`src/rtl/pkt_classifier_pkg.sv`:
```
// Shared switch package: header classification type, port-count limit and
// the combinational classification rules used by the parser and classifier.
package pkt_classifier_pkg;

  localparam int N_PORTS_MAX = 16;

  typedef enum logic [1:0] {
    SDP = 2'd0,
    MDP = 2'd1,
    BDP = 2'd2,
    ERR = 2'd3
  } p_type;

  typedef struct packed {
    p_type                  ptype;
    logic                   legal;
    logic [N_PORTS_MAX-1:0] dest;
  } class_t;

  // Number of set bits in a port mask.
  function automatic logic [4:0] popcount(input logic [N_PORTS_MAX-1:0] v);
    logic [4:0] c;
    c = 5'd0;
    for (int i = 0; i < N_PORTS_MAX; i++) begin
      c = c + {4'd0, v[i]};
    end
    return c;
  endfunction

  // Classify one header. Masks narrower than N_PORTS_MAX must be
  // zero-extended by the caller; n_ports is the active port count.
  function automatic class_t classify(input logic [N_PORTS_MAX-1:0] source,
                                      input logic [N_PORTS_MAX-1:0] target,
                                      input int                     n_ports);
    class_t     r;
    logic [4:0] k;
    logic [4:0] ks;
    k  = popcount(target);
    ks = popcount(source);
    if (k == 5'd0) begin
      r.ptype = ERR;
    end else if (k == 5'd1) begin
      r.ptype = SDP;
    end else if (k == 5'(n_ports)) begin
      r.ptype = BDP;
    end else begin
      r.ptype = MDP;
    end
    // Broadcast may include the source bit; everything else must not.
    r.legal = (ks == 5'd1) && (target != '0) && (r.ptype != ERR) &&
              (((target & source) == '0) || (r.ptype == BDP));
    if (r.legal) begin
      r.dest = target & ~source;
    end else begin
      r.ptype = ERR;
      r.dest  = '0;
    end
    return r;
  endfunction

endpackage

```
`src/rtl/pkt_classifier_if.sv`:
```
// Header-in / result-out handshake bundle of the packet classifier.
interface pkt_classifier_if
  import pkt_classifier_pkg::*;
#(
  parameter int N_PORTS = 4
) ();

  logic               in_valid;
  logic               in_ready;
  logic [N_PORTS-1:0] in_source;
  logic [N_PORTS-1:0] in_target;
  logic               out_valid;
  logic               out_ready;
  p_type              out_type;
  logic               out_legal;
  logic [N_PORTS-1:0] out_source;
  logic [N_PORTS-1:0] out_dest;

  // Classifier side.
  modport slave (
    input  in_valid, in_source, in_target, out_ready,
    output in_ready, out_valid, out_type, out_legal, out_source, out_dest
  );

  // Upstream source / downstream sink side.
  modport master (
    output in_valid, in_source, in_target, out_ready,
    input  in_ready, out_valid, out_type, out_legal, out_source, out_dest
  );

endinterface

```
`src/rtl/pkt_classifier_sat_counter.sv`:
```
// Saturating statistics counter with synchronous clear (clear beats increment).
module sat_counter #(
  parameter int CNT_W = 16
) (
  input  logic             clk,
  input  logic             rst,
  input  logic             inc,
  input  logic             clr,
  output logic [CNT_W-1:0] count
);

  // Count events, stick at all-ones, clear on request.
  always_ff @(posedge clk) begin
    if (rst) begin
      count <= '0;
    end else if (clr) begin
      count <= '0;
    end else if (inc && (count != '1)) begin
      count <= count + CNT_W'(1);
    end else begin
      count <= count;
    end
  end

endmodule

```
`src/rtl/pkt_classifier.sv`:
```
// Registered packet classifier: one header per cycle in, classified result
// with destination mask one cycle later, plus per-type statistics.
module pkt_classifier
  import pkt_classifier_pkg::*;
#(
  parameter int N_PORTS  = 4,
  parameter int CNT_W    = 16,
  parameter int DROP_ERR = 1
) (
  input  logic                clk,
  input  logic                rst,
  pkt_classifier_if.slave     bus,
  input  logic                clear_stats,
  output logic [CNT_W-1:0]    cnt_sdp,
  output logic [CNT_W-1:0]    cnt_mdp,
  output logic [CNT_W-1:0]    cnt_bdp,
  output logic [CNT_W-1:0]    cnt_err
);

  logic [N_PORTS_MAX-1:0] source_ext_s;
  logic [N_PORTS_MAX-1:0] target_ext_s;
  logic [N_PORTS_MAX-1:0] unused_dest_s;
  class_t                 cls_s;
  logic                   in_ready_s;
  logic                   accept_s;
  logic                   transfer_s;
  logic                   load_s;
  logic                   inc_sdp_s;
  logic                   inc_mdp_s;
  logic                   inc_bdp_s;
  logic                   inc_err_s;

  logic                   valid_r;
  p_type                  type_r;
  logic                   legal_r;
  logic [N_PORTS-1:0]     source_r;
  logic [N_PORTS-1:0]     dest_r;

  // Classify the incoming header and derive the handshake events.
  always_comb begin
    source_ext_s = '0;
    target_ext_s = '0;
    source_ext_s[N_PORTS-1:0] = bus.in_source;
    target_ext_s[N_PORTS-1:0] = bus.in_target;
    cls_s = classify(source_ext_s, target_ext_s, N_PORTS);
    // Upper destination bits are always zero for zero-extended masks.
    unused_dest_s = cls_s.dest;
    in_ready_s = !valid_r || bus.out_ready;
    accept_s   = bus.in_valid && in_ready_s;
    transfer_s = valid_r && bus.out_ready;
    // Dropped illegal headers are counted but never reach the register.
    load_s     = accept_s && (cls_s.legal || (DROP_ERR == 0));
    inc_sdp_s  = accept_s && (cls_s.ptype == SDP);
    inc_mdp_s  = accept_s && (cls_s.ptype == MDP);
    inc_bdp_s  = accept_s && (cls_s.ptype == BDP);
    inc_err_s  = accept_s && (cls_s.ptype == ERR);
  end

  // Single-stage output register: load on accept, empty on transfer, hold otherwise.
  always_ff @(posedge clk) begin
    if (rst) begin
      valid_r  <= 1'b0;
      type_r   <= ERR;
      legal_r  <= 1'b0;
      source_r <= '0;
      dest_r   <= '0;
    end else if (load_s) begin
      valid_r  <= 1'b1;
      type_r   <= cls_s.ptype;
      legal_r  <= cls_s.legal;
      source_r <= bus.in_source;
      dest_r   <= cls_s.dest[N_PORTS-1:0];
    end else if (transfer_s) begin
      valid_r  <= 1'b0;
    end else begin
      valid_r  <= valid_r;
    end
  end

  assign bus.in_ready   = in_ready_s;
  assign bus.out_valid  = valid_r;
  assign bus.out_type   = type_r;
  assign bus.out_legal  = legal_r;
  assign bus.out_source = source_r;
  assign bus.out_dest   = dest_r;

  sat_counter #(.CNT_W(CNT_W)) u_cnt_sdp (
    .clk(clk), .rst(rst), .inc(inc_sdp_s), .clr(clear_stats), .count(cnt_sdp)
  );
  sat_counter #(.CNT_W(CNT_W)) u_cnt_mdp (
    .clk(clk), .rst(rst), .inc(inc_mdp_s), .clr(clear_stats), .count(cnt_mdp)
  );
  sat_counter #(.CNT_W(CNT_W)) u_cnt_bdp (
    .clk(clk), .rst(rst), .inc(inc_bdp_s), .clr(clear_stats), .count(cnt_bdp)
  );
  sat_counter #(.CNT_W(CNT_W)) u_cnt_err (
    .clk(clk), .rst(rst), .inc(inc_err_s), .clr(clear_stats), .count(cnt_err)
  );

endmodule

```
`src/flat_wrapper.sv`:
```
// flat-port wrapper written by rule: the top's interface ports become plain ports
module pkt_classifier_flat import pkt_classifier_pkg::*;
#(
  parameter int N_PORTS  = 4,
  parameter int CNT_W    = 16,
  parameter int DROP_ERR = 1
)
  (clk, rst, clear_stats, cnt_sdp, cnt_mdp, cnt_bdp, cnt_err, bus_in_valid, bus_in_source, bus_in_target, bus_out_ready, bus_in_ready, bus_out_valid, bus_out_type, bus_out_legal, bus_out_source, bus_out_dest);
  pkt_classifier_if #(.N_PORTS(N_PORTS)) bus_i ();
  input  logic clk;
  input  logic rst;
  input  logic clear_stats;
  output logic [CNT_W-1:0] cnt_sdp;
  output logic [CNT_W-1:0] cnt_mdp;
  output logic [CNT_W-1:0] cnt_bdp;
  output logic [CNT_W-1:0] cnt_err;
  input wire logic [$bits(bus_i.in_valid)-1:0] bus_in_valid;
  input wire logic [$bits(bus_i.in_source)-1:0] bus_in_source;
  input wire logic [$bits(bus_i.in_target)-1:0] bus_in_target;
  input wire logic [$bits(bus_i.out_ready)-1:0] bus_out_ready;
  output wire logic [$bits(bus_i.in_ready)-1:0] bus_in_ready;
  output wire logic [$bits(bus_i.out_valid)-1:0] bus_out_valid;
  output wire logic [$bits(bus_i.out_type)-1:0] bus_out_type;
  output wire logic [$bits(bus_i.out_legal)-1:0] bus_out_legal;
  output wire logic [$bits(bus_i.out_source)-1:0] bus_out_source;
  output wire logic [$bits(bus_i.out_dest)-1:0] bus_out_dest;
  assign bus_i.in_valid = bus_in_valid;
  assign bus_i.in_source = bus_in_source;
  assign bus_i.in_target = bus_in_target;
  assign bus_i.out_ready = bus_out_ready;
  assign bus_in_ready = bus_i.in_ready;
  assign bus_out_valid = bus_i.out_valid;
  assign bus_out_type = bus_i.out_type;
  assign bus_out_legal = bus_i.out_legal;
  assign bus_out_source = bus_i.out_source;
  assign bus_out_dest = bus_i.out_dest;
  pkt_classifier #(.N_PORTS(N_PORTS), .CNT_W(CNT_W), .DROP_ERR(DROP_ERR)) u_core (.clk(clk), .rst(rst), .bus(bus_i), .clear_stats(clear_stats), .cnt_sdp(cnt_sdp), .cnt_mdp(cnt_mdp), .cnt_bdp(cnt_bdp), .cnt_err(cnt_err));
endmodule
```
`config.mk`:
```
export PLATFORM = sky130hd
export DESIGN_NAME = pkt_classifier_flat
export DESIGN_NICKNAME = d
export VERILOG_FILES = /design/src/rtl/pkt_classifier_pkg.sv /design/src/rtl/pkt_classifier_if.sv /design/src/rtl/pkt_classifier_sat_counter.sv /design/src/rtl/pkt_classifier.sv /design/src/flat_wrapper.sv
export SDC_FILE = /design/constraint.sdc
export NUM_CORES = 1
export LEC_CHECK = 0
export CORE_ASPECT_RATIO = 0.8
export CORE_MARGIN = 2
export CORE_UTILIZATION = 35
export CTS_BUF_LIST = sky130_fd_sc_hd__clkbuf_16
export CTS_CLUSTER_SIZE = 24
export DETAILED_ROUTE_END_ITERATION = 7
export PLACE_DENSITY = 0.58
export SYNTH_ARGS = -nofsm -noshare
export SYNTH_HDL_FRONTEND = slang
export SYNTH_SLANG_ARGS = --single-unit
```
`constraint.sdc`:
```
create_clock -name clk -period 3.6 [get_ports clk]
set_input_delay 0.72 -clock clk [delete_from_list [all_inputs] [get_ports clk]]
set_output_delay 0.72 -clock clk [all_outputs]
set_load 0.01 [all_outputs]
```
# == After elaboration in Yosys (flattened, before gate mapping) ==
# Index checks and enable logic that the tools add are counted.
# classes
n_eq_ne,12
reduce_logical,23
n_mux,7
bitwise_logic,3
add_sub_neg,10
# ops
operator,n
16-bit by 1-bit adder with 16-bit output (second input constant),4
16-bit inequality test (second input constant),4
5-bit by 1-bit adder with 5-bit output,4
16-bit zero test,1
1-bit logical AND,14
5-bit by 1-bit == test with 1-bit output (second input constant),2
4-bit bitwise AND,2
2-bit two-way mux,4
2-bit == test (second input constant),3
5-bit by 3-bit == test with 1-bit output (second input constant),1
5-bit zero test,1
1-bit by 1-bit adder with 2-bit output,2
4-bit two-way mux,1
4-bit inverter,1
4-bit nonzero test,1
2-bit by 1-bit == test with 1-bit output (second input constant),1
2-bit zero test,1
1-bit logical OR,2
1-bit two-way mux,2
2-bit inequality test (second input constant),1
2-bit nonzero test,1
2-bit OR reduction,1
1-bit zero test,1
# totals
regBits,76
in_bits,13
out_inout_bits,77
word_cells,64

# == Logic depth before layout (Yosys ltp) ==
# Gate-level depths: netlist of run 1.
# logic_depth
ltp_word,14
mapped_depth,13
depth_no_buf,12

# == By module ==
# A second synthesis of run 1 with hierarchy kept.
# hier_totals
cells_unflattened,486
hier_area_um2,4458.0
# by_module_without_submodules
mod,cells_each,n_inst,area_per_inst_um2
sat_counter,102,4,917.1
pkt_classifier,78,1,789.5

# == Least setup slack after synthesis of run 1 ==
# Ideal clock, no wire load.
# synth_timing
path_kind,input to register
from,input bus_in_source[0]
to,register u_core.u_cnt_sdp.count[5]
arrival_ns,2.953
path_stages,9
path_slack_ns,0.520
path_buffers,0
t_required_ns,3.472
cell_sequence,ha_1 fa_1 ha_1 nor2_1 nand3_4 or3_1 nor4b_2 xnor2_1 nor2_1
# synth_via
elab_chain_len,11
elab_cells_between_ends,14
# synth_rtl
element,line,source
"start, declared",flat_wrapper.sv:18,input wire logic [$bits(bus_i.in_source)-1:0] bus_in_source;
1-bit by 1-bit adder with 2-bit output,pkt_classifier_pkg.sv:25,"c = c + {4'd0, v[i]};"
5-bit by 1-bit adder with 5-bit output (2 in series),pkt_classifier_pkg.sv:25,
5-bit by 1-bit == test with 1-bit output,pkt_classifier_pkg.sv:50,r.legal = (ks == 5'd1) && (target != '0) && (r.ptype != ERR) &&
1-bit logical AND (2 in series),pkt_classifier_pkg.sv:50,
1-bit logical AND (*),pkt_classifier_pkg.sv:50,
2-bit two-way mux (*),pkt_classifier_pkg.sv:52,if (r.legal) begin
2-bit zero test (*),pkt_classifier.sv:53,inc_sdp_s = accept_s && (cls_s.ptype == SDP);
1-bit logical AND (*),pkt_classifier.sv:53,
1-bit logical AND (*),pkt_classifier_sat_counter.sv:18,end else if (inc && (count != '1)) begin
"end signal, assigned",pkt_classifier_sat_counter.sv:19,count <= count + CNT_W'(1);
"end signal, assigned",pkt_classifier_sat_counter.sv:21,count <= count;
"end, declared",pkt_classifier_sat_counter.sv:9,output logic [CNT_W-1:0] count
# Every way passes the cells marked *; elsewhere a longest branch is shown, timed or not.
# A chain may end at the register's enable or synchronous reset.

# == Worst setup path in the final report of run 1 ==
# layout_timing
from,input bus_in_target[0]
to,"register u_core.dest_r[0], in the netlist u_core.bus.out_dest[0]"
# layout_via
elab_chain_len,11
elab_cells_between_ends,21
# layout_rtl
element,line,source
"start, declared",flat_wrapper.sv:19,input wire logic [$bits(bus_i.in_target)-1:0] bus_in_target;
1-bit by 1-bit adder with 2-bit output,pkt_classifier_pkg.sv:25,
5-bit by 1-bit adder with 5-bit output (2 in series),pkt_classifier_pkg.sv:25,
5-bit by 3-bit == test with 1-bit output,pkt_classifier_pkg.sv:44,end else if (k == 5'(n_ports)) begin
2-bit two-way mux,pkt_classifier_pkg.sv:44,
2-bit two-way mux,pkt_classifier_pkg.sv:42,end else if (k == 5'd1) begin
2-bit two-way mux,pkt_classifier_pkg.sv:40,if (k == 5'd0) begin
2-bit inequality test or 2-bit == test (tied branches),"pkt_classifier_pkg.sv:50, pkt_classifier_pkg.sv:51",
1-bit logical AND or 1-bit logical OR (tied branches),"pkt_classifier_pkg.sv:50, pkt_classifier_pkg.sv:51",
1-bit logical AND,pkt_classifier_pkg.sv:50,
4-bit two-way mux or 1-bit logical AND (tied branches),"pkt_classifier_pkg.sv:52, pkt_classifier.sv:52",
"end signal, assigned",pkt_classifier.sv:72,dest_r <= cls_s.dest[N_PORTS-1:0];
"end, declared",pkt_classifier.sv:37,logic [N_PORTS-1:0] dest_r;
# Several ways; a longest one is shown, not always the timed one.

==> results of run 1 <==
==> path summary, 6_finish.rpt <==
path                                                start                         to  slack, ns  cells past startpoint
worst min register to register   u_core.bus.out_source[2]   u_core.bus.out_source[2]       0.46                      2
worst min-delay path             u_core.bus.out_source[2]   u_core.bus.out_source[2]       0.46                      2
worst max-delay path                     bus_in_target[0]     u_core.bus.out_dest[0]       0.22                     13
worst max register to register  u_core.u_cnt_mdp.count[0]  u_core.u_cnt_mdp.count[6]       1.25                      7
==> power by group <==
group | switching (mW) | total [mW] | leakage, nW | internal (mW)
Sequential | 0.00358 | 0.849 | 0.612 | 0.846
Clock | 0.339 | 0.866 | 0.141 | 0.526
Combinational | 0.0861 | 0.159 | 1.06 | 0.0730
==> cell families (layout without fill, tap and decap cells) <==
family	count (synthesis)	in the layout
flip-flops	76	76
adder cells (fa/ha/maj)	11	11
AND/OR/NAND/NOR	229	229
buffers and inverters	26	144
XOR/XNOR	42	42
multiplexers	4	4
AO/OA/AOI/OAI	51	51
==> registers in the layout, summed over array words and instances, names as in the netlist <==
name,flops
u_core.u_cnt_bdp.count,16
u_core.u_cnt_err.count,16
u_core.bus.out_source,4
u_core.bus.out_valid,1
u_core.u_cnt_sdp.count,16
u_core.u_cnt_mdp.count,16
u_core.bus.out_type,2
u_core.bus.out_legal,1
u_core.bus.out_dest,4
==> worst register-to-register path: stages (launching register included) <==
cell and delay, ns:
dfxtp_1 0.40, ha_1 0.36, nand3_2 0.25, or4_1 0.70
nand2_2 0.21, buf_4 0.13, o21ai_0 0.08, a21oi_1 0.14
==> layer usage <==
layer	routed length, microns	vias to the layer above	share of wire
met5	0	-	0
met1	4900	1613	0.51
li1	-	1790	-
met2	4130	85	0.43
met4	70	0	0.0073
met3	519	7	0.054
==> cell type report <==
| cell class | instances | area [sq um] |
|---|---|---|
| clock buffer | 9 | 225 |
| clock inverter | 7 | 58.8 |
| fill | 999 | 5080 |
| inverter | 12 | 45.0 |
| multi-input combinational | 337 | 2180 |
| sequential | 76 | 1520 |
| tap | 140 | 175 |
| timing repair buffer | 116 | 1120 |
==> cell usage after synthesis, types with 2 or more instances <==
library cell and n:
dfxtp_1 76, nor2_1 59, nand2_1 37, nand3_1 23, xnor2_1 23, a21oi_1 22
nand4_1 19, nor3_1 19, xor2_1 19, and3_1 12, inv_1 12, or3_1 11
clkbuf_1 9, ha_1 9, and2_1 8, and4_1 7, o21ai_0 7, a31oi_1 5
nand2b_1 5, mux2i_1 4, nor3b_1 4, nor4_1 4, o31ai_1 4, buf_2 3
nor4_2 3, o21a_1 3, or4_1 3, a22oi_2 2, fa_1 2, nand3_2 2
nor4_4 2, or2_2 2
==> placed cells by master (no fill, tap or decap), types with 5 or more instances in the layout <==
cell type,synthesis,routed
nand4_1,19,19
nor3_1,19,18
xnor2_1,23,23
and3_1,12,12
nor2_1,59,59
clkbuf_16,0,9
clkdlybuf4s50_1,0,89
nand2b_1,5,5
nand2_1,37,37
a21oi_1,22,22
ha_1,9,9
nand3_1,23,23
o21ai_0,7,7
or3_1,11,10
and4_1,7,7
buf_4,1,25
xor2_1,19,19
and2_1,8,8
inv_1,12,13
dfxtp_1,76,76
==> metrics by stage <==
step | hold WS (ns) | TNS, ns | utilization
after floorplan | 0.476 | 0 | -
after global placement | 0.455 | -1.18 | 0.482
after detailed placement | 0.449 | -2.30 | 0.482
after CTS | 0.462 | 0 | 0.510
after global routing | 0.486 | -0.0365 | 0.512
final | 0.460 | 0 | 0.512
==> results.tsv, run 1 <==
metric	value	unit
grt_max_degree	27	
start_util	0.364	
viasPerCell	5.01	
synth_area	3790	sq um
ys.warnings.count	0	
clkLatencyLatePin	0.33	ns
fin_cells	697	
relSlewSlack	0.637	
critPathKind	in2reg	
synth_compound_area_frac	0.0896	
rows	33	
grt_use_met1	0.237	
placed_cells	681	
cts_tree	done	
clock_skew	0.00476	ns
vias	3495	
tightest_slew	0.541	ns
antenna_found_initial	0	
setup.worst_path.end_class	flop	
die_x	120	microns
use_met3	0.0454	
status	finished clean	
synth_top_family_by_area	simple AND/OR/NAND/NOR gates	
yosys.area.top_type	dfxtp_1	
antenna_cells	0	
finalWeightedCongestion	0.837	
fmax	0.296	GHz
synth_edf_count	0	
ys_ff_latch	76	
grt_pass1_wl	15.9	mm
dieArea	11700	sq um
port_buffers	89	
crit_top_cell	inv_1	
num_io_pins	90	
numCtsBuffers	9	
synthXorXnorAreaFrac	0.0972	
wl_per_cell	13.8	microns
worstPathRequired	3.85	ns
slowest_stage	clkdlybuf4s50_1	
synthAdderAreaFrac	0.0403	
power_density	352	nW/um^2
hpwl	7.10	mm
cts.sinks	76	
coreArea	10400	sq um
dpl_cell_area	5020	sq um
synthArstFlopShare	0	
yosys.area_share.simple	0.333	
path_cells	clkdlybuf4s50_1, inv_1, ha_1, inv_1, fa_1, inv_1, ha_1, buf_4, and3b_1, a31oi_2, or3_4, or3_1, a21oi_1	
worstPathArrival	3.63	ns
drive_gt1_frac	0.115	
cts-root-buf	clkbuf_16	
place_ws	-0.149	ns
crit_path_max_fanout	9	
cts.repair.resized	0	
path_buf_inv	5	
use_met2	0.248	
synth.distinct_cells	51	
finalSetupViolCount	0	
min_path_type	reg2reg	
area_growth	40.7	%
maxSlewViolCount	0	
drt_iter0_drc	177	
clock_path_buffers	2	
routed_wl	9.61	mm
avgSynthCellArea	8.62	sq um
power	1.87	mW
path_delay_family	simple AND/OR/NAND/NOR gates	
ant_nets	0	
grt_overflow_total	0	
period_minus_slack	3.38	ns
max_stage_delay	0.48	ns
nNetsFinal	576	
synth.yosys.seq_area_share	0.402	
yosys-top-cells-area	dfxtp_1, nor2_1, xnor2_1, xor2_1, nand2_1	
drc	0	
grt.busiest_layer	met2	
first_pass_iters	4	
cts_setup_buffers	0	
die_height	97.0	microns
synthCells	439	
grt_usage	0.167	
final_area	5330	sq um
synth_nets	463	
maxCapViolCount	0	
hold_violations	0	
netlist.area_leader.share	0.402	
start_kind	input port	
yosys-mux-area-fraction	0.0106	
power_leakage	1.81	nW
worst_slack	0.222	ns
ir_drop	0.000222	V
htreeDepth	3	
cts.clk_slew.worst_paths	0.06	ns
first_global_vias	3209	
period_share	0.938	
hold_buffers	0	
ys.flop_type	dfxtp_1	
Power figures use the tool's default switching activity.
==> inputs of run 2 (changes only) <==
- clock period: 3.6 -> 3.7 ns (I/O delays scaled with it)
==> run 2 against run 1 <==
Highest routed layer unchanged. Sequential share of layout area grew 0.24 points. Non-clock buffer count shrank 1. Sequential cell count is the same. Largest power group unchanged. Clock skew is essentially flat. Via count is essentially flat.
==> results.tsv, run 2 (synthesis results as in run 1) <==
metric	value	unit
cts.repair.resized	0	
critPathKind	in2reg	
area_growth	39.5	%
tightest_slew	0.578	ns
hold_buffers	0	
htreeDepth	3	
viasPerCell	5.03	
grt_max_degree	23	
rows	33	
min_path_type	reg2reg	
max_stage_delay	0.51	ns
drive_gt1_frac	0.106	
dieArea	11700	sq um
hpwl	7.14	mm
vias	3494	
port_buffers	89	
rsz0062_at_grt	false	
die_height	97.0	microns
period_minus_slack	3.47	ns
dpl_cell_area	5000	sq um
relSlewSlack	0.613	
wl_per_cell	13.5	microns
antenna_found_initial	0	
first_global_vias	3289	
power_leakage	1.80	nW
grt_overflow_total	0	
period_share	0.938	
num_io_pins	90	
path_cells	clkdlybuf4s50_1, ha_1, fa_1, ha_1, nor2_1, nand3_4, buf_4, or3_1, or3_1, a21oi_1	
clkLatencyLatePin	0.32	ns
setup.worst_path.end_class	flop	
final_area	5280	sq um
swShare	0.225	
routed_wl	9.40	mm
cts_setup_buffers	0	
ir_drop	0.000194	V
cell_internal_pwr	1.40	mW
finalSetupViolCount	0	
nNetsFinal	575	
coreArea	10400	sq um
maxSlewViolCount	0	
first_pass_iters	4	
seq_power_share	0.458	
power_density	342	nW/um^2
p_clk_frac	0.461	
final_util	0.508	
worstPathArrival	3.71	ns
ant_nets	0	
drc	0	
die_x	120	microns
cts_tree	done	
finalWeightedCongestion	0.831	
power_frac_comb	0.081	
worstPathRequired	3.94	ns
cts.clk_slew.worst_paths	0.06	ns
p_sw	406	uW
hold_ws	0.467	ns
drt_iter0_drc	160	
tns	0	ns
clock_path_buffers	2	
cts-root-buf	clkbuf_16	
layout_commonest_cell	clkdlybuf4s50_1	
cts.sinks	76	
place_ws	-0.0746	ns
slowest_stage	or3_1	
fmax	0.288	GHz
nFillCells	1014	
antenna_cells	0	
crit_path_max_fanout	9	
hold_violations	0	
grt_usage	0.163	
start_util	0.364	
maxCapViolCount	0	
clock_skew	0.00500	ns
numCtsBuffers	9	
mostFrequentLayoutCells	clkdlybuf4s50_1, dfxtp_1, nor2_1, nand2_1, buf_4	
grt_pass1_wl	15.6	mm
worst_slack	0.229	ns
start_kind	input port	
status	finished clean	
## run 2: changes by cell type in the layout (fill, tap and decap cells not counted), sizes merged
cell	previous run	this run
buf	27	26
clkinv	4	5
clkinvlp	1	0
inv	13	12
## run 2: worst max-delay path: cells and delay by family
| kind | cells | cell delay [ns] |
|---|---|---|
| and+or+nand+nor | 4 | 1.22 |
| adders and majority gates | 3 | 0.98 |
| buffers and inverters | 2 | 0.61 |
| AOI/OAI and AO/OA | 1 | 0.16 |
## run 2: worst paths after layout
kind	startpoint	end	slack, ns	depth (start not counted)
hold / removal	u_core.bus.out_source[1]	u_core.bus.out_source[1]	0.47	2
setup reg to reg	u_core.u_cnt_mdp.count[0]	u_core.u_cnt_mdp.count[6]	1.42	7
setup / recovery	bus_in_source[0]	u_core.bus.out_dest[0]	0.23	10
hold reg to reg	u_core.bus.out_source[1]	u_core.bus.out_source[1]	0.47	2
## run 2: area by class of cell
cell class	count	area, sq um	share of cell area
multi-input combinational	337	2160	0.409
clock inverter	6	56.3	0.0107
inverter	12	45.0	0.00853
sequential	76	1520	0.288
clock buffer	9	225	0.0426
timing repair buffer	115	1100	0.208
tap	140	175	0.0332
## run 2: power groups by stage
| stage | sequential, mW | combinational, mW | clock (mW) |
|---|---|---|---|
| final | 0.827 | 0.147 | 0.833 |
| after floorplan | 0.846 | 0.0773 | 0 |
| after global routing | 0.826 | 0.162 | 0.895 |
| after CTS | 0.826 | 0.147 | 0.857 |
| after detailed placement | 0.844 | 0.146 | 0 |
| after global placement | 0.844 | 0.144 | 0 |
## run 2: per-layer routing
metal  vias to the layer above  track usage  wire, microns
li1                       1785            -              -
met1                      1624        0.229           4840
met2                        75        0.247           4020
met3                        10       0.0413            427
met4                         0       0.0492            114
met5                         -            0              0
## run 2: per-stage QoR
| step | power, mW | cells |
|---|---|---|
| 4_1_cts | 1.83 | 695 |
| 3_3_place_gp | 0.989 | 680 |
| 2_1_floorplan | 0.923 | 439 |
| 5_1_grt | 1.88 | 695 |
| 6_report | 1.81 | 695 |
| 3_5_place_dp | 0.991 | 680 |
==> inputs of run 3 (changes only) <==
- SETUP_SLACK_MARGIN: not set -> 0.15
==> run 3 against run 2 <==
Utilization up 0.50 points. Routed wire length rose by 0.38%. Global-route usage did not move. Sequential cell count did not move. Count of clock-buffer cells in the layout stayed put. Critical endpoint unchanged. Largest cell class unchanged. Highest routed layer unchanged.
==> results.tsv, run 3 (synthesis results as in run 1) <==
metric	value	unit
ir_drop	0.000193	V
worstPathRequired	3.94	ns
area_growth	40.9	%
start_util	0.364	
wl_per_cell	13.6	microns
cts_tree	done	
num_io_pins	90	
antenna_found_initial	0	
final_util	0.513	
clkLatencyLatePin	0.32	ns
port_buffers	89	
fin_cells	696	
finalSetupViolCount	0	
whs_path_depth	2	
power_leakage	1.80	nW
finalWeightedCongestion	0.831	
first_pass_iters	4	
htreeDepth	3	
ant_nets	0	
reg2reg_depth	7	
cts.clk_slew.worst_paths	0.06	ns
clock_skew	0.00457	ns
use_met2	0.247	
drt_iter0_drc	171	
die_x	120	microns
dieArea	11700	sq um
grt_max_degree	23	
maxSlewViolCount	0	
drive_gt1_frac	0.122	
grt_overflow_total	0	
setup.worst_path.end_class	flop	
relSlewSlack	0.643	
max_stage_delay	0.48	ns
whs_endpoint	u_core.bus.out_source[1]	
layout_commonest_cell	clkdlybuf4s50_1	
path_cells	clkdlybuf4s50_1, inv_1, ha_1, inv_1, fa_1, inv_2, ha_4, buf_4, and3b_1, a31oi_1, or3_1, or3_1, a21oi_1	
numCtsBuffers	9	
path_delay_family	simple AND/OR/NAND/NOR gates	
tightest_slew	0.534	ns
drc	0	
hpwl	7.14	mm
hold_violations	0	
maxCapViolCount	0	
nNetsFinal	576	
vias	3507	
die_height	97.0	microns
period_minus_slack	3.43	ns
period_share	0.928	
grt_use_met1	0.229	
rr_startpoint	u_core.u_cnt_mdp.count[0]	
nFillCells	1005	
clock_path_buffers	2	
mostFrequentLayoutCells	clkdlybuf4s50_1, dfxtp_1, nor2_1, nand2_1, buf_4	
grt_pass1_wl	15.6	mm
fmax	0.291	GHz
use_met3	0.0413	
viasPerCell	5.04	
grt_usage	0.163	
rows	33	
hold_start	u_core.bus.out_source[1]	
antenna_cells	0	
routed_wl	9.44	mm
min_path_type	reg2reg	
critPathKind	in2reg	
start_kind	input port	
grt.busiest_layer	met2	
crit_path_max_fanout	9	
cts-root-buf	clkbuf_16	
coreArea	10400	sq um
worstPathArrival	3.68	ns
cts.sinks	76	
rsz0062_at_grt	false	
status	finished clean	
ff2ff_setup_slack	1.42	ns
slowest_stage	clkdlybuf4s50_1	
power_density	340	nW/um^2
placed_cells	680	
path_buf_inv	5	
first_global_vias	3289	
hold_buffers	0	
reg2reg_to	u_core.u_cnt_mdp.count[6]	
-- run 3: what timing repair did --
| item | CTS | global route |
|---|---|---|
| buffers inserted | 0 | 1 |
| gates resized for setup | 0 | 9 |
| endpoints found under the setup margin | 0 | 21 |
-- run 3: per-stage QoR --
step	setup TNS, ns	area [sq um]	setup slack, ns	power, mW	hold slack (ns)
final	0	5330	0.265	1.81	0.467
after global routing	0	5330	0.140	1.89	0.482
after CTS	0	5280	0.249	1.83	0.466
after detailed placement	-0.383	5000	-0.0746	0.991	0.455
after global placement	-0.0956	5000	-0.0359	0.989	0.455
after floorplan	0	3790	0.600	0.923	0.476
-- run 3: how the worst max path moves through the flow --
stage                      from                          to  slack [ns]  cells after the start
6_report       bus_in_target[0]      u_core.bus.out_dest[0]        0.27                     13
5_1_grt        bus_in_target[1]  u_core.u_cnt_sdp.count[15]        0.14                     14
4_1_cts        bus_in_source[0]      u_core.bus.out_dest[0]        0.25                     10
3_5_place_dp   bus_in_target[1]  u_core.u_cnt_sdp.count[15]       -0.07                     14
3_3_place_gp   bus_in_target[0]  u_core.u_cnt_sdp.count[15]       -0.04                     14
2_1_floorplan  bus_in_source[0]   u_core.u_cnt_sdp.count[5]        0.60                      9
-- run 3: final cells by class --
type | count | area (sq um) | area share
Tap cell | 140 | 175 | 0.0328
Inverter | 12 | 45.0 | 0.00844
Clock inverter | 6 | 56.3 | 0.0106
Sequential cell | 76 | 1520 | 0.285
Multi-Input combinational cell | 337 | 2200 | 0.413
Clock buffer | 9 | 225 | 0.0422
Timing Repair Buffer | 116 | 1110 | 0.208
-- run 3: power by group --
group,total (mW),internal (mW),leakage (nW),switching [mW]
Clock,0.832,0.512,0.140,0.320
Combinational,0.154,0.0702,1.05,0.0841
Sequential,0.827,0.823,0.612,0.00371
Total,1.81,1.41,1.80,0.408
-- run 3: metal layers --
| metal | vias to the layer above | routed length, microns | share of wire |
|---|---|---|---|
| li1 | 1781 | - | - |
| met1 | 1640 | 4900 | 0.52 |
| met2 | 75 | 4020 | 0.43 |
| met3 | 11 | 379 | 0.040 |
| met4 | 0 | 138 | 0.015 |
| met5 | - | 0 | 0 |
-- run 3: worst register-to-register path: stages (launching register included) --
cell and delay [ns]:
dfxtp_1 0.40, ha_1 0.33, nand3_2 0.23, or4_1 0.69, nand2_2 0.21, buf_4 0.14
o21ai_0 0.07, a21oi_1 0.13
